--- config.mk ---
export PLATFORM = sky130hd
export DESIGN_NAME = dip_debounce
export DESIGN_NICKNAME = d
export VERILOG_FILES = /design/src/rtl/dip_debounce.sv
export SDC_FILE = /design/constraint.sdc
export NUM_CORES = 1
export LEC_CHECK = 0
export BUFFER_PORTS_ARGS = -buffer_cell sky130_fd_sc_hd__buf_2
export CORE_MARGIN = 2
export CORE_UTILIZATION = 40
export DETAILED_ROUTE_END_ITERATION = 12
export GPL_TIMING_DRIVEN = 0
export HOLD_SLACK_MARGIN = 0.15
export SLEW_MARGIN = 0
export SYNTH_ARGS = -nofsm -noshare
export SYNTH_HDL_FRONTEND = slang
export SYNTH_HIERARCHICAL = 1
export SYNTH_SLANG_ARGS = --single-unit
--- constraint.sdc ---
create_clock -name i_clk -period 1.4 [get_ports i_clk]
set_input_delay 0.28 -clock i_clk [delete_from_list [all_inputs] [get_ports i_clk]]
set_output_delay 0.28 -clock i_clk [all_outputs]
set_load 0.1 [all_outputs]
--- src/rtl/dip_debounce.sv ---
// DIP switch conditioner: 2-flop synchroniser, per-bit consecutive-stability filter,
// registered levels and one-cycle rise/fall/changed strobes.
module dip_debounce_bit #(
    parameter int STABLE_CYCLES = 500_000
) (
    input  logic i_clk,
    input  logic i_res,
    input  logic i_sync,
    output logic o_level,
    output logic o_take
);
    localparam int CW = (STABLE_CYCLES > 1) ? $clog2(STABLE_CYCLES + 1) : 1;
    localparam logic [CW-1:0] LAST = CW'(STABLE_CYCLES - 1);

    logic [CW-1:0] r_cnt;
    logic          r_level;
    logic          w_diff;
    logic          w_take;

    // The new level is taken on the edge that completes the run, so the counter tops out at LAST.
    always_comb begin
        w_diff = (i_sync != r_level);
        w_take = w_diff && (r_cnt == LAST);
    end

    always_ff @(posedge i_clk) begin
        if (i_res) begin
            r_level <= 1'b0;
            r_cnt   <= '0;
        end else if (!w_diff) begin
            r_cnt   <= '0;
        end else if (w_take) begin
            r_level <= i_sync;
            r_cnt   <= '0;
        end else begin
            r_cnt   <= r_cnt + 1'b1;
        end
    end

    assign o_level = r_level;
    assign o_take  = w_take;
endmodule

module dip_debounce #(
    parameter int WIDTH         = 3,
    parameter int STABLE_CYCLES = 500_000
) (
    input  logic             i_clk,
    input  logic             i_res,
    input  logic [WIDTH-1:0] i_dip_raw,
    output logic [WIDTH-1:0] o_dip_out,
    output logic [WIDTH-1:0] o_dip_rise,
    output logic [WIDTH-1:0] o_dip_fall,
    output logic             o_changed
);
    logic [WIDTH-1:0] r_sync1;
    logic [WIDTH-1:0] r_sync2;
    logic [WIDTH-1:0] r_rise;
    logic [WIDTH-1:0] r_fall;
    logic             r_changed;
    logic [WIDTH-1:0] w_level;
    logic [WIDTH-1:0] w_take;

    always_ff @(posedge i_clk) begin
        if (i_res) begin
            r_sync1 <= '0;
            r_sync2 <= '0;
        end else begin
            r_sync1 <= i_dip_raw;
            r_sync2 <= r_sync1;
        end
    end

    dip_debounce_bit #(.STABLE_CYCLES(STABLE_CYCLES)) u_bit [WIDTH-1:0] (
        .i_clk   (i_clk),
        .i_res   (i_res),
        .i_sync  (r_sync2),
        .o_level (w_level),
        .o_take  (w_take)
    );

    // Direction comes from the level being left, so rise and fall are mutually exclusive.
    always_ff @(posedge i_clk) begin
        if (i_res) begin
            r_rise    <= '0;
            r_fall    <= '0;
            r_changed <= 1'b0;
        end else begin
            r_rise    <= w_take & ~w_level;
            r_fall    <= w_take & w_level;
            r_changed <= |w_take;
        end
    end

    assign o_dip_out  = w_level;
    assign o_dip_rise = r_rise;
    assign o_dip_fall = r_fall;
    assign o_changed  = r_changed;
endmodule

==> impl_metrics.csv <==
group,metric,value,unit
outcome,outcome,"finished, violations left",
outcome,failed_checks,"negative setup slack",
layout,nNetsFinal,439,
timing,grt_setup_unrepaired,"yes",
yosys,synth_cells,355,
worst_setup_path,regToRegStartpoint,"u_bit[1]/r_cnt[7]",
timing,maxClockFrequency,646,MHz
yosys,synth.top_cells.by_area,"dfxtp_1, xnor2_1, nor2_1",
detailed_routing,detailedRoute.firstPassIterationCount,4,
worst_hold_path,hold_path.startpoint,"i_dip_raw[1]",
clock_network,number_of_clock_buffers_inserted_by_tritoncts,9,
detailed_routing,post_detailed_route_wirelength_per_cell,15.1,um
timing,max_slew_margin,68.0,%
worst_hold_path,timing.hold.worst_path_depth,2,
placed_design,placement.io_buffers,14,
power,totalPowerFinal,4180,uW
worst_setup_path,path_max_fanout,6,
yosys,syn_avg_cell_area,9.28,um2
power,p_leak,0.00178,uW
run,drv_cap,0,
layout,fin_cells,541,
detailed_routing,remaining_drc_errors,0,
worst_setup_path,cp_slowest_stage_delay,0.38,ns
clock_network,clock_path_buffers,2,
yosys,synth-simple-area-share,33.9,%
clock_network,cts.sink_count,73,
detailed_routing,detail-route-antenna-nets,0,
worst_setup_path,critPathTopFamily,"simple AND/OR/NAND/NOR gates",
worst_setup_path,cp-start-kind,"flop",
floorplan,die_w,94.8,um
yosys,compound_gate_portion_of_the_synthesized_area,5.24,%
global_route,grt_start_max_net_pins,17,
detailed_routing,num_vias,2852,
timing,finalMaxSlewViolations,0,
worst_setup_path,worstPathRequired,1.64,ns
layout,share_of_cells_above_drive_strength_1,51.6,%
power,power.density_cell_area,859,nW/um2
layout,num_antenna_cells,0,
global_route,grtUsageMet1,23.8,%
layout,syn2layout_area_growth,47.7,%
worst_setup_path,bufs_and_invs_on_worst_path,1,
yosys,synth_top_cell_by_area,"dfxtp_1",
worst_setup_path,r2r_cells,5,
worst_setup_path,timing.critical_path.cells,"and4bb_2 -> nand4_1 -> o21ai_2 -> buf_4 -> nor2_1",
yosys,synth_register_bits,73,
detailed_routing,first_iter_violations,159,
detailed_routing,route.detailed.vias_per_inst,5.27,
yosys,dominant_combinational_cell_family_by_area_after_synthesis,"simple AND/OR/NAND/NOR gates",
timing,timing_hold_violations_final,0,
global_route,track_usage,18.0,%
yosys,xor_xnor_cell_area_share_of_the_yosys_netlist,12.0,%
global_route,m3_gr_usage,4.31,%
yosys,yosys-mux-area-fraction,0,%
timing,fin_hold_ws,0.209,ns
worst_hold_path,end_point_of_the_worst_hold_path,"r_sync1[1]",
global_route,grt-ovfl-total,0,
timing,final.setup.worst_slack,-0.148,ns
power,vdd_drop_max,0.554,mV
placed_design,placed_cells_incl_taps,474,
yosys,netlist_area,3290,um2
floorplan,floorplan.rows,33,
global_route,antenna_found_initial,0,
layout,final.fill_count,661,
clock_network,worst_skew_pair.late_latency,0.35,ns
yosys,yosys.area_share.adder,1.14,%
worst_setup_path,critical-path-slowest-cell,"dfxtp_1",
worst_setup_path,crit_type,"reg -> reg",
floorplan,initial_utilization,40.7,%
placed_design,dpl.hpwl,4550,um
yosys,synthDominantCellAreaShare,44.4,%
yosys,mappedNetlistNets,363,
floorplan,die_h,94.8,um
timing,timing.final.setup_violations,55,
timing,final.period_utilization,111,%
timing,fin_crit,1.55,ns
worst_setup_path,timing.critical_path.to_type,"flop",
global_route,grt_busiest_layer,"met2",
global_route,globalRouteMet2Util,29.2,%
floorplan,top_level_ports,15,
worst_setup_path,cp.arrival,1.79,ns
global_route,grt_first_pass_wirelength,12800,um
clock_network,cts.htree.levels,3,
clock_network,path_clk_slew,0.08,ns
floorplan,fp.dieArea,8980,um2
yosys,synth-seq-area-share,44.4,%
detailed_routing,postRouteWirelength,8150,um
yosys,synth_cell_type_count,31,
global_route,first_global_vias,2607,
worst_setup_path,regToRegEndpoint,"u_bit[1]/r_cnt[8]",
worst_setup_path,worst-r2r-setup-slack,-0.15,ns
worst_hold_path,class_of_the_most_critical_hold_timing_path,"in -> reg",
clock_network,tritoncts,"yes",
placed_design,place_congestion,0.827,
clock_network,root_buffer,"clkbuf_8",
placed_design,pre_cts_ws,-0.264,ns
timing,clock-skew-final,0.0182,ns
yosys,ys.warnings.count,6,
floorplan,core-area,8090,um2
timing,worst_slew_pin_slew,0.484,ns
## worst register-to-register path, cell delays in order (launching register included)
cell and delay (ns):
dfxtp_1 0.38, and4bb_2 0.34, nand4_1 0.20, o21ai_2 0.30
buf_4 0.19, nor2_1 0.04
## per-layer routing
layer | wire length, um | part of all wire [%] | up-vias
met5 | 0 | 0 | -
met3 | 309 | 3.8 | 8
li1 | - | - | 1412
met2 | 4010 | 49 | 56
met1 | 3740 | 46 | 1376
met4 | 95 | 1.2 | 0
## area by class of cell
class	count	area, um2	area share [%]
clock inverter	6	113	2.31
sequential	73	1560	32.1
clock buffer	10	138	2.83
timing repair buffer	65	523	10.7
inverter	12	45.0	0.926
multi-input combinational	263	2270	46.6
buffer	7	86.3	1.77
tap	105	131	2.70
## cell usage in the layout (no fill, tap or decap), types with 3 or more instances in the layout
cell type | Yosys | layout
and3b_1 | 3 | 3
nor4_4 | 3 | 16
bufinv_16 | 0 | 3
a21oi_1 | 6 | 5
buf_6 | 4 | 19
nor3_4 | 0 | 3
nand4_4 | 3 | 3
buf_4 | 3 | 38
xor2_1 | 6 | 6
inv_1 | 12 | 12
xnor2_2 | 0 | 3
o21ai_2 | 3 | 5
nand2_2 | 0 | 4
ha_4 | 0 | 3
nor2_1 | 61 | 31
nor4_2 | 3 | 3
nor3_1 | 19 | 14
dfxtp_2 | 0 | 18
buf_2 | 0 | 9
nor2_2 | 0 | 26
nand4_1 | 12 | 12
and3_1 | 9 | 6
nor3b_2 | 3 | 5
nor2_4 | 0 | 4
nand2_1 | 15 | 11
nor4_1 | 18 | 5
and4bb_2 | 3 | 3
dfxtp_1 | 73 | 34
nand3_1 | 18 | 14
a211oi_1 | 3 | 3
clkbuf_8 | 0 | 10
nor2b_1 | 6 | 6
dfxtp_4 | 0 | 21
o21ai_0 | 9 | 5
xnor2_1 | 39 | 36
## through the flow
stage,area [um2],util [%],setup TNS [ns]
5_1_grt,4870,60.1,-7.83
2_1_floorplan,3380,-,-0.0272
4_1_cts,4430,54.7,-3.23
3_3_place_gp,3580,44.3,-9.20
3_5_place_dp,3580,44.3,-9.15
6_report,4870,60.1,-3.99
## synthesized netlist by cell type
library cell  number
xnor2_1           39
o21ai_2            3
buf_6              4
a211oi_1           3
nand4_4            3
nor3_1            19
nor4_2             3
nor2b_1            6
or3_2              3
nor2_1            61
nand4bb_1          3
and3_1             9
and3b_1            3
xor2_1             6
nor4_4             3
nor3b_2            3
dfxtp_1           73
nand2_1           15
inv_1             12
buf_4              3
nor4_1            18
o221ai_1           3
or3_1              3
and4bb_2           3
o21ai_0            9
a21oi_1            6
nand3_1           18
nor3b_1            3
nand4_1           12
a21boi_0           3
ha_1               3
## power breakdown
| group | switching [uW] | internal, uW |
|---|---|---|
| logic | 47.7 | 37.8 |
| clock network | 801 | 1240 |
| registers | 7.67 | 2050 |
| total | 856 | 3320 |
## flip-flops by register name, indices dropped and copies added (netlist names)
| name | flops |
|---|---|
| o_dip_rise | 3 |
| r_sync2 | 3 |
| u_bit/r_cnt | 57 |
| o_changed | 1 |
| r_sync1 | 3 |
| o_dip_fall | 3 |
| u_bit/o_level | 3 |
## worst max path at each step
| stage | startpoint | to | depth (start not counted) |
|---|---|---|---|
| after floorplan | u_bit[0]/r_cnt[0] | u_bit[0]/r_cnt[16] | 6 |
| after global placement | u_bit[0]/r_cnt[11] | u_bit[0]/r_cnt[12] | 5 |
| after detailed placement | u_bit[0]/r_cnt[11] | u_bit[0]/r_cnt[16] | 5 |
| after CTS | u_bit[1]/r_cnt[6] | u_bit[1]/r_cnt[4] | 5 |
| after global routing | u_bit[1]/r_cnt[6] | u_bit[1]/r_cnt[3] | 5 |
| final | u_bit[1]/r_cnt[7] | u_bit[1]/r_cnt[8] | 5 |
## logic make-up (layout without fill, tap and decap cells)
logic type	Yosys count	in the layout
AOI/OAI and AO/OA	27	27
xor gates and xnor gates	45	45
adders and majority gates	3	3
buffers and inverters	19	100
DFF	73	73
and+or+nand+nor	188	188
## repair_timing
item	4_1_cts	5_1_grt
pin swaps	72	35
setup endpoints to repair	61	62
gates cloned	4	0
buffers inserted	28	17
hold buffers	2	0
hold endpoints to repair	2	0
resized for setup	94	87
No activity file was read; power rests on OpenSTA's default activity.
